--- config.mk ---
export PLATFORM = sky130hd
export DESIGN_NAME = sram_port_arbiter
export DESIGN_NICKNAME = d
export VERILOG_FILES = /design/src/rtl/sram_arb_pkg.sv /design/src/rtl/sram_port_arbiter_rr.sv /design/src/rtl/sram_port_arbiter.sv
export SDC_FILE = /design/constraint.sdc
export NUM_CORES = 1
export LEC_CHECK = 0
export CAP_MARGIN = 25
export CELL_PAD_IN_SITES_DETAIL_PLACEMENT = 0
export CELL_PAD_IN_SITES_GLOBAL_PLACEMENT = 1
export CORE_MARGIN = 2
export CORE_UTILIZATION = 10
export CTS_BUF_LIST = sky130_fd_sc_hd__clkbuf_2 sky130_fd_sc_hd__clkbuf_4 sky130_fd_sc_hd__clkbuf_8
export CTS_CLUSTER_SIZE = 16
export DETAILED_ROUTE_END_ITERATION = 10
export PLACE_DENSITY = 0.94
export REMOVE_ABC_BUFFERS = 1
export SYNTH_ARGS = -nofsm -noshare
export SYNTH_HDL_FRONTEND = slang
export SYNTH_SLANG_ARGS = --single-unit
--- constraint.sdc ---
create_clock -name clk -period 1.73 [get_ports clk]
set_clock_uncertainty 0.05 [all_clocks]
set_input_delay 0.519 -clock clk [delete_from_list [all_inputs] [get_ports clk]]
set_output_delay 0.519 -clock clk [all_outputs]
set_load 0.02 [all_outputs]
--- src/rtl/sram_arb_pkg.sv ---
// sram_arb_pkg: shared types and default widths for the SRAM port arbiter.
package sram_arb_pkg;
  typedef enum logic [1:0] {RUN, DRAIN, SLEEP, WAKE} arb_state_e;
  localparam int NUM_PORTS   = 2;
  localparam int SRAM_ADDR_W = 10;
  localparam int SRAM_DATA_W = 32;
endpackage

--- src/rtl/sram_port_arbiter_rr.sv ---
// rr_arbiter2: two-way round-robin grant; the pointer favours the port not granted last.
module rr_arbiter2
  import sram_arb_pkg::*;
(
  input  logic                 clk,
  input  logic                 rst,
  input  logic [NUM_PORTS-1:0] i_valid,
  input  logic                 i_en,
  output logic                 o_gnt,
  output logic                 o_idx
);
  logic r_ptr;
  assign o_idx = i_valid[1] & (~i_valid[0] | r_ptr);
  assign o_gnt = i_en & (|i_valid);
  always_ff @(posedge clk) begin
    if (rst) r_ptr <= 1'b0;
    else if (o_gnt) r_ptr <= ~o_idx;
  end
endmodule

--- src/rtl/sram_port_arbiter.sv ---
// sram_port_arbiter: shares a single-port SRAM macro between core and vector ports,
// with round-robin grants, one-cycle read return and retention sequencing.
module sram_port_arbiter
  import sram_arb_pkg::*;
#(
  parameter int         ADDR_W  = SRAM_ADDR_W,
  parameter int         DATA_W  = SRAM_DATA_W,
  parameter logic [2:0] EMA_VAL = 3'b000
) (
  input  logic                          clk,
  input  logic                          rst,
  input  logic [NUM_PORTS-1:0]          req_valid,
  output logic [NUM_PORTS-1:0]          req_ready,
  input  logic [NUM_PORTS-1:0]          req_we,
  input  logic [NUM_PORTS*ADDR_W-1:0]   req_addr,
  input  logic [NUM_PORTS*DATA_W-1:0]   req_wdata,
  output logic [NUM_PORTS-1:0]          resp_valid,
  output logic [DATA_W-1:0]             resp_rdata,
  input  logic                          sleep_req,
  output logic                          sleep_ack,
  output logic                          sram_cen,
  output logic                          sram_wen,
  output logic [ADDR_W-1:0]             sram_addr,
  output logic [DATA_W-1:0]             sram_d,
  input  logic [DATA_W-1:0]             sram_q,
  output logic [2:0]                    sram_ema,
  output logic                          sram_retn
);
  arb_state_e r_state;
  logic       r_rd_pend;
  logic       r_rd_id;
  logic       w_en;
  logic       w_gnt;
  logic       w_idx;
  logic       w_resp;
  logic       w_sleep;

  // Grants only in RUN with no sleep request, so sleep wins over pending valids.
  assign w_en = ~rst & (r_state == RUN) & ~sleep_req;

  rr_arbiter2 u_rr (
    .clk     (clk),
    .rst     (rst),
    .i_valid (req_valid),
    .i_en    (w_en),
    .o_gnt   (w_gnt),
    .o_idx   (w_idx)
  );

  assign req_ready = w_gnt ? (w_idx ? 2'b10 : 2'b01) : 2'b00;
  assign sram_cen  = ~w_gnt;
  assign sram_wen  = ~(w_gnt & req_we[w_idx]);
  assign sram_addr = ~w_gnt ? '0 : w_idx ? req_addr[2*ADDR_W-1:ADDR_W] : req_addr[ADDR_W-1:0];
  assign sram_d    = ~w_gnt ? '0 : w_idx ? req_wdata[2*DATA_W-1:DATA_W] : req_wdata[DATA_W-1:0];
  assign sram_ema  = EMA_VAL;

  // Responses are masked during reset so a pending read is dropped immediately.
  assign w_resp     = r_rd_pend & ~rst;
  assign resp_valid = ~w_resp ? 2'b00 : r_rd_id ? 2'b10 : 2'b01;
  assign resp_rdata = w_resp ? sram_q : '0;
  assign w_sleep    = (r_state == SLEEP) & ~rst;
  assign sleep_ack  = w_sleep;
  assign sram_retn  = ~w_sleep;

  always_ff @(posedge clk) begin
    if (rst) begin
      r_state   <= RUN;
      r_rd_pend <= 1'b0;
      r_rd_id   <= 1'b0;
    end else begin
      r_rd_pend <= w_gnt & ~req_we[w_idx];
      r_rd_id   <= w_idx;
      case (r_state)
        RUN:     r_state <= sleep_req ? DRAIN : RUN;
        DRAIN:   r_state <= SLEEP;
        SLEEP:   r_state <= sleep_req ? SLEEP : WAKE;
        default: r_state <= RUN;
      endcase
    end
  end
endmodule

==> metrics.txt, run 1 <==
routing usage on met3=2.15%; IO Port Bufs=a little over 200; fin area=0.00418 mm²; Max FO, Critical Path=5; synthesized area=roughly 990 µm²; min cycle time layout=2.35 ns; crit path cell chain=dlygate4sd2_1 -> nand2_1 -> and3_4 -> buf_12 -> clkbuf_16 -> a22o_4 -> buf_6; wire per inst=15.3 µm; CTS tree=yes; total negative setup slack=-35.43 ns; Hold Crit Class=reg -> reg; Hold-fix buffers, CTS=0; Synth Warn #=0; final worst-path cycle share=136%; CP max-delay cell=dlygate4sd2_1; Placed Instance Area=about 0.0032 mm²; Synth Area per Inst=approximately 8 µm²; Area Overhead vs Synth=323%; Pwr per Cell Area=338 mW/mm²; Post-route DRC=0; TritonCTS Sinks=5; Peak VDD IR=143 µV; H-tree lvl count=1; max-slew violations=0; post-synthesis sequential area ratio=roughly 10%; RSZ-0062 raised after global routing=true; Initial Util=between 10% and 20%; crit-path max cell delay=0.30 ns; dpl ws=-1.36 ns; grt peak-use layer=met2; initial antenna violation count=0; largest net degree at the start of global routing=12; 1st-iter DRT viols=26; fmax=around 420 MHz; Die Y=between 100 and 150 µm; antenna cells=0; drt first pass iters=4; Clock Path Buffers=2; worst setup path category=in -> out; global-route wire length before repair=between 9 and 10 mm; Die X=slightly above 100 µm; vias in the first global route=1948; WP buf/inv=4; CP delay by family, top=buffers and inverters; Nets=slightly above 500; share of layout cells above drive strength 1=52.4%; status=complete, but fails checks; Final Util=around 43%; number of synthesized register bits=5; violated checks=negative setup slack; Max Cap Viol=0; CP arrival=approximately 1.8 ns; Skew-Pair Late Insertion Delay=0.22 ns; met1 Use GR=roughly 13%; Clock transition at path regs=roughly 0.04 ns; core area=0.00968 mm²; GRT Total Usage=approximately an eighth; Pleak=about 1.9 nW; setup slack after layout=-0.624 ns; CTS root buf=clkbuf_8; I/O pin total=about 210; met2 Usage GRT=between 20% and 30%; via count=~2000; crit end category=output port; via/cell ratio=approximately 3.9; Hold Slack=between 0.4 and 0.5 ns; antenna viol nets, final=0; routability cong.=roughly 0.66; synth unique cells=22; Fin. Hold Viols=0; Overflow after GRT=0; row cnt=36; crit start category=input pin; Post-Synthesis Cells=between 100 and 150; hpwl dp=~4.8 mm; Setup-failing EPs final=81; die area=roughly 0.011 mm²; DRT Wirelength=just under 8 mm; CP Data Required Time=around 1.2 ns; clock buffers created by TritonCTS=3
what timing repair did:
action,4_1_cts,5_1_grt
endpoints found under the setup margin,82,83
buffers inserted,24,18
gates cloned,10,2
gates resized for setup,572,33
pin swaps,23,46
per-stage QoR:
step                      instances  power, mW
after floorplan                 109      0.379
final                           509       1.42
after detailed placement        458      0.886
after CTS                       496       1.37
after global placement          458      0.880
after global routing            509       1.49
cells in the mapped netlist:
| cell type | count | area, µm² |
|---|---|---|
| a211oi_1 | 1 | 7.51 |
| a21boi_0 | 1 | 7.51 |
| a22o_1 | 42 | 368 |
| and2_1 | 33 | 206 |
| and2b_1 | 1 | 7.51 |
| and3_1 | 3 | 18.8 |
| buf_4 | 6 | 45.0 |
| buf_6 | 7 | 78.8 |
| clkbuf_1 | 3 | 11.3 |
| conb_1 | 1 | 3.75 |
| dfxtp_1 | 5 | 100 |
| ha_1 | 3 | 37.5 |
| inv_1 | 4 | 15.0 |
| mux2i_1 | 1 | 10.0 |
| nand2_1 | 2 | 7.51 |
| nand2b_1 | 2 | 12.5 |
| nor2_1 | 1 | 3.75 |
| nor2b_1 | 2 | 12.5 |
| nor3_1 | 2 | 10.0 |
| nor3b_2 | 1 | 12.5 |
| o21ai_0 | 1 | 5.00 |
| o21bai_1 | 1 | 7.51 |
registers in the layout, summed over array words and instances (netlist names):
name        cells
r_rd_pend       1
u_rr.r_ptr      1
r_rd_id         1
r_state         2
worst paths after layout:
path / slack (ns) / startpoint / to / cells after the start
worst max register to register: 0.12 / r_state[0] / u_rr.r_ptr / 8
worst min-delay path: 0.41 / u_rr.r_ptr / u_rr.r_ptr / 2
worst max-delay path: -0.62 / req_valid[1] / sram_d[27] / 7
worst min register to register: 0.41 / u_rr.r_ptr / u_rr.r_ptr / 2
area by class of cell:
| type | count | area, µm² |
|---|---|---|
| Multi-Input combinational cell | 100 | 910 |
| Fill cell | 916 | 5500 |
| Clock buffer | 4 | 48.8 |
| Timing Repair Buffer | 263 | 2940 |
| Inverter | 4 | 17.5 |
| Tap cell | 133 | 166 |
| Sequential cell | 5 | 103 |
report_power, final:
part	internal (mW)	leakage (nW)	switching (mW)	total [mW]
registers	0.131	0.0418	0.00836	0.139
clock network	0.174	0.0262	0.0599	0.234
logic	0.676	1.79	0.367	1.04
total	0.981	1.86	0.435	1.42
per-layer routing:
| metal | vias up | part of all wire, % |
|---|---|---|
| li1 | 953 | - |
| met1 | 920 | 35 |
| met3 | 5 | 9.1 |
| met5 | - | 0 |
| met4 | 0 | 0.74 |
| met2 | 130 | 55 |
cell usage in the layout, fill, tap and decap left out, drive strengths merged, types with 3 or more instances in the layout:
| cell | n |
|---|---|
| clkbuf | 6 |
| a22o | 42 |
| buf | 141 |
| conb | 3 |
| inv | 4 |
| clkdlybuf4s50 | 118 |
| and2 | 33 |
| ha | 3 |
| dfxtp | 5 |
| and3 | 3 |
worst register-to-register path, stage by stage (launching register included):
cell and delay [ns]:
dfxtp_2 0.32, inv_2 0.05, ha_4 0.15, nor3b_4 0.15, and3_4 0.19, buf_12 0.14
buf_16 0.14, buf_4 0.14, a211oi_1 0.19
logic make-up after synthesis:
| kind of cell | synth area share, % |
|---|---|
| other cells | 0.379 |
| fa+ha+maj | 3.80 |
| compound gates | 40.0 |
| simple gates | 29.5 |
| buf+inv | 15.2 |
| flops | 10.1 |
| mux | 1.01 |
Power figures use the tool's default switching activity.
==> run 2: changes to the inputs <==
--- a/config.mk
+++ b/config.mk
@@ -13,6 +13,7 @@
 export CTS_BUF_LIST = sky130_fd_sc_hd__clkbuf_2 sky130_fd_sc_hd__clkbuf_4 sky130_fd_sc_hd__clkbuf_8
 export CTS_CLUSTER_SIZE = 16
 export DETAILED_ROUTE_END_ITERATION = 10
+export GPL_TIMING_DRIVEN = 0
 export PLACE_DENSITY = 0.94
 export REMOVE_ABC_BUFFERS = 1
 export SYNTH_ARGS = -nofsm -noshare
==> run 2 against run 1 <==
Net effect:
- the flow still finishes with violations (negative setup slack)
- sequential power is essentially flat
- register-to-register slack lost 0.07 ns
- sequential cell count is the same
- die area is the same
- worst setup slack lost 0.029 ns
- worst hold slack gained 0.028 ns
- non-clock buffer count shrank 25
- final area shrank 8.0%
- count of clock-buffer cells in the layout is the same
- cell count shrank 3.3%
- routed wire length shrank 0.87%
- clock power is essentially flat
- critical endpoint is now sram_d[30]
==> metrics.txt, run 2 (same netlist as run 1, synthesis figures left out) <==
Pwr per Cell Area=roughly 340 mW/mm²; Seq pwr share=between 10% and 20%; Clock transition at path regs=around 0.040 ns; Biggest register=r_state; drt first pass iters=4; 1st-iter DRT viols=22; DRT Wirelength=~7.7 mm; violated checks=negative setup slack; commonest non-fill, non-tap cell in the layout=clkdlybuf4s50_1; Max FO, Critical Path=5; wire per inst=between 15 and 20 µm; most frequent cells in the layout=clkdlybuf4s50_1 (109), buf_6 (94), a22o_1 (41), and2_4 (31), buf_4 (13); CP arrival=between 1.5 and 2 ns; Hold Crit Class=in -> reg; setup slack after layout=-0.653 ns; H-tree lvl count=1; Psw=429 µW; min-delay src=rst; P_int=roughly 890 µW; crit end category=output port; Overflow after GRT=0; Area Overhead vs Synth=290%; Pleak=1.72 nW; CTS tree=yes; Critical Path Source=r_state[0]; core area=approximately 0.0097 mm²; Post-route DRC=0; routability cong.=between 0.6 and 0.7; met1 Use GR=12.9%; Die Y=a little over 100 µm; crit start category=register; row cnt=36; largest net degree at the start of global routing=16; grt peak-use layer=met2; share of layout cells above drive strength 1=between 40% and 50%; TritonCTS Sinks=5; Die X=just over 100 µm; Setup-failing EPs final=72; status=complete, but fails checks; final worst-path cycle share=138%; Initial Util=about 10%; CTS root buf=clkbuf_8; global-route wire length before repair=around 9.7 mm; dpl ws=-1.89 ns; worst setup path category=reg -> out; die area=0.0107 mm²; Fin. Hold Viols=0; Comb pwr share=between 70 and 80%; GRT Total Usage=approximately an eighth; IO Port Bufs=about 200; met2 Usage GRT=a little under a quarter; Skew-Pair Late Insertion Delay=0.22 ns; min cycle time layout=around 2.4 ns; initial antenna violation count=0; Max Cap Viol=0; Sw Ratio=between 30% and 40%; via count=roughly 2000; vias in the first global route=1889; routing usage on met3=under 10%; Overall Power=~1.3 mW; max reg flops=2; Clk pwr share=17.5%; antenna viol nets, final=0; hpwl dp=4.66 mm; CP Data Required Time=~1.2 ns; Clock Path Buffers=2; Peak VDD IR=between 150 and 200 µV; total negative setup slack=-30.32 ns; Nets=between 400 and 500; clock buffers created by TritonCTS=3; r2r startpoint=r_state[0]; max-slew violations=0; antenna cells=0; via/cell ratio=between 4 and 5; fmax=between 400 and 500 MHz; RSZ-0062 raised after global routing=true; I/O pin total=roughly 210
run 2: changes by cell type in the layout (fill, tap and decap cells not counted), moves of 2 or more:
cell,previous run,this run
and3_4,3,8
and2_1,0,2
and2_4,33,31
buf_2,1,3
dlygate4sd2_1,1,10
buf_16,8,0
buf_4,24,13
buf_6,97,94
clkdlybuf4s50_1,118,109
buf_8,6,3
run 2: repair_timing:
action                                 4_1_cts  5_1_grt
gates resized for setup                    518       86
pin swaps                                   25       45
buffers inserted                            28        8
endpoints found under the hold margin        0        0
hold buffers                                 0        0
setup endpoints to repair                   83       76
cloned                                      11        2
run 2: power by group through the flow:
stage / Combinational (mW) / Sequential (mW) / Clock, mW
finish: 0.949 / 0.142 / 0.232
global route: 1.01 / 0.143 / 0.245
CTS: 0.893 / 0.140 / 0.237
detailed placement: 0.706 / 0.140 / 0
global placement: 0.692 / 0.138 / 0
floorplan: 0.242 / 0.136 / 0
run 2: layout make-up:
| type | instances | area [µm²] |
|---|---|---|
| tap | 133 | 166 |
| fill | 970 | 5830 |
| sequential | 5 | 103 |
| clock buffer | 4 | 48.8 |
| timing repair buffer | 238 | 2520 |
| multi-input combinational | 108 | 996 |
| inverter | 4 | 17.5 |
run 2: layer usage:
metal | routed length (µm) | up-vias
met3 | 755 | 5
li1 | - | 931
met2 | 4160 | 140
met1 | 2770 | 916
met4 | 38 | 0
met5 | 0 | -
run 2: final timing paths:
| kind | to | slack [ns] | depth (start not counted) |
|---|---|---|---|
| max | sram_d[30] | -0.65 | 9 |
| min | u_rr.r_ptr | 0.44 | 2 |
| max reg2reg | u_rr.r_ptr | 0.05 | 9 |
| min reg2reg | u_rr.r_ptr | 0.44 | 2 |
run 2: stage by stage:
step / hold WS [ns] / instances / util (%) / area [µm²]
after global routing: 0.444 / 492 / 39.8 / 3850
after detailed placement: 0.424 / 448 / 31.9 / 3090
after CTS: 0.433 / 491 / 37.6 / 3640
final: 0.442 / 492 / 39.8 / 3850
after global placement: 0.405 / 446 / 31.7 / 3070
after floorplan: 0.384 / 109 / - / 861
run 2: worst max-delay path, stage by stage, from the launching register on:
cell	delay, ns
dfxtp_2	0.34
inv_4	0.05
ha_4	0.15
nor3b_4	0.15
buf_6	0.13
buf_6	0.11
and3_4	0.20
buf_6	0.11
a22o_1	0.21
buf_6	0.14
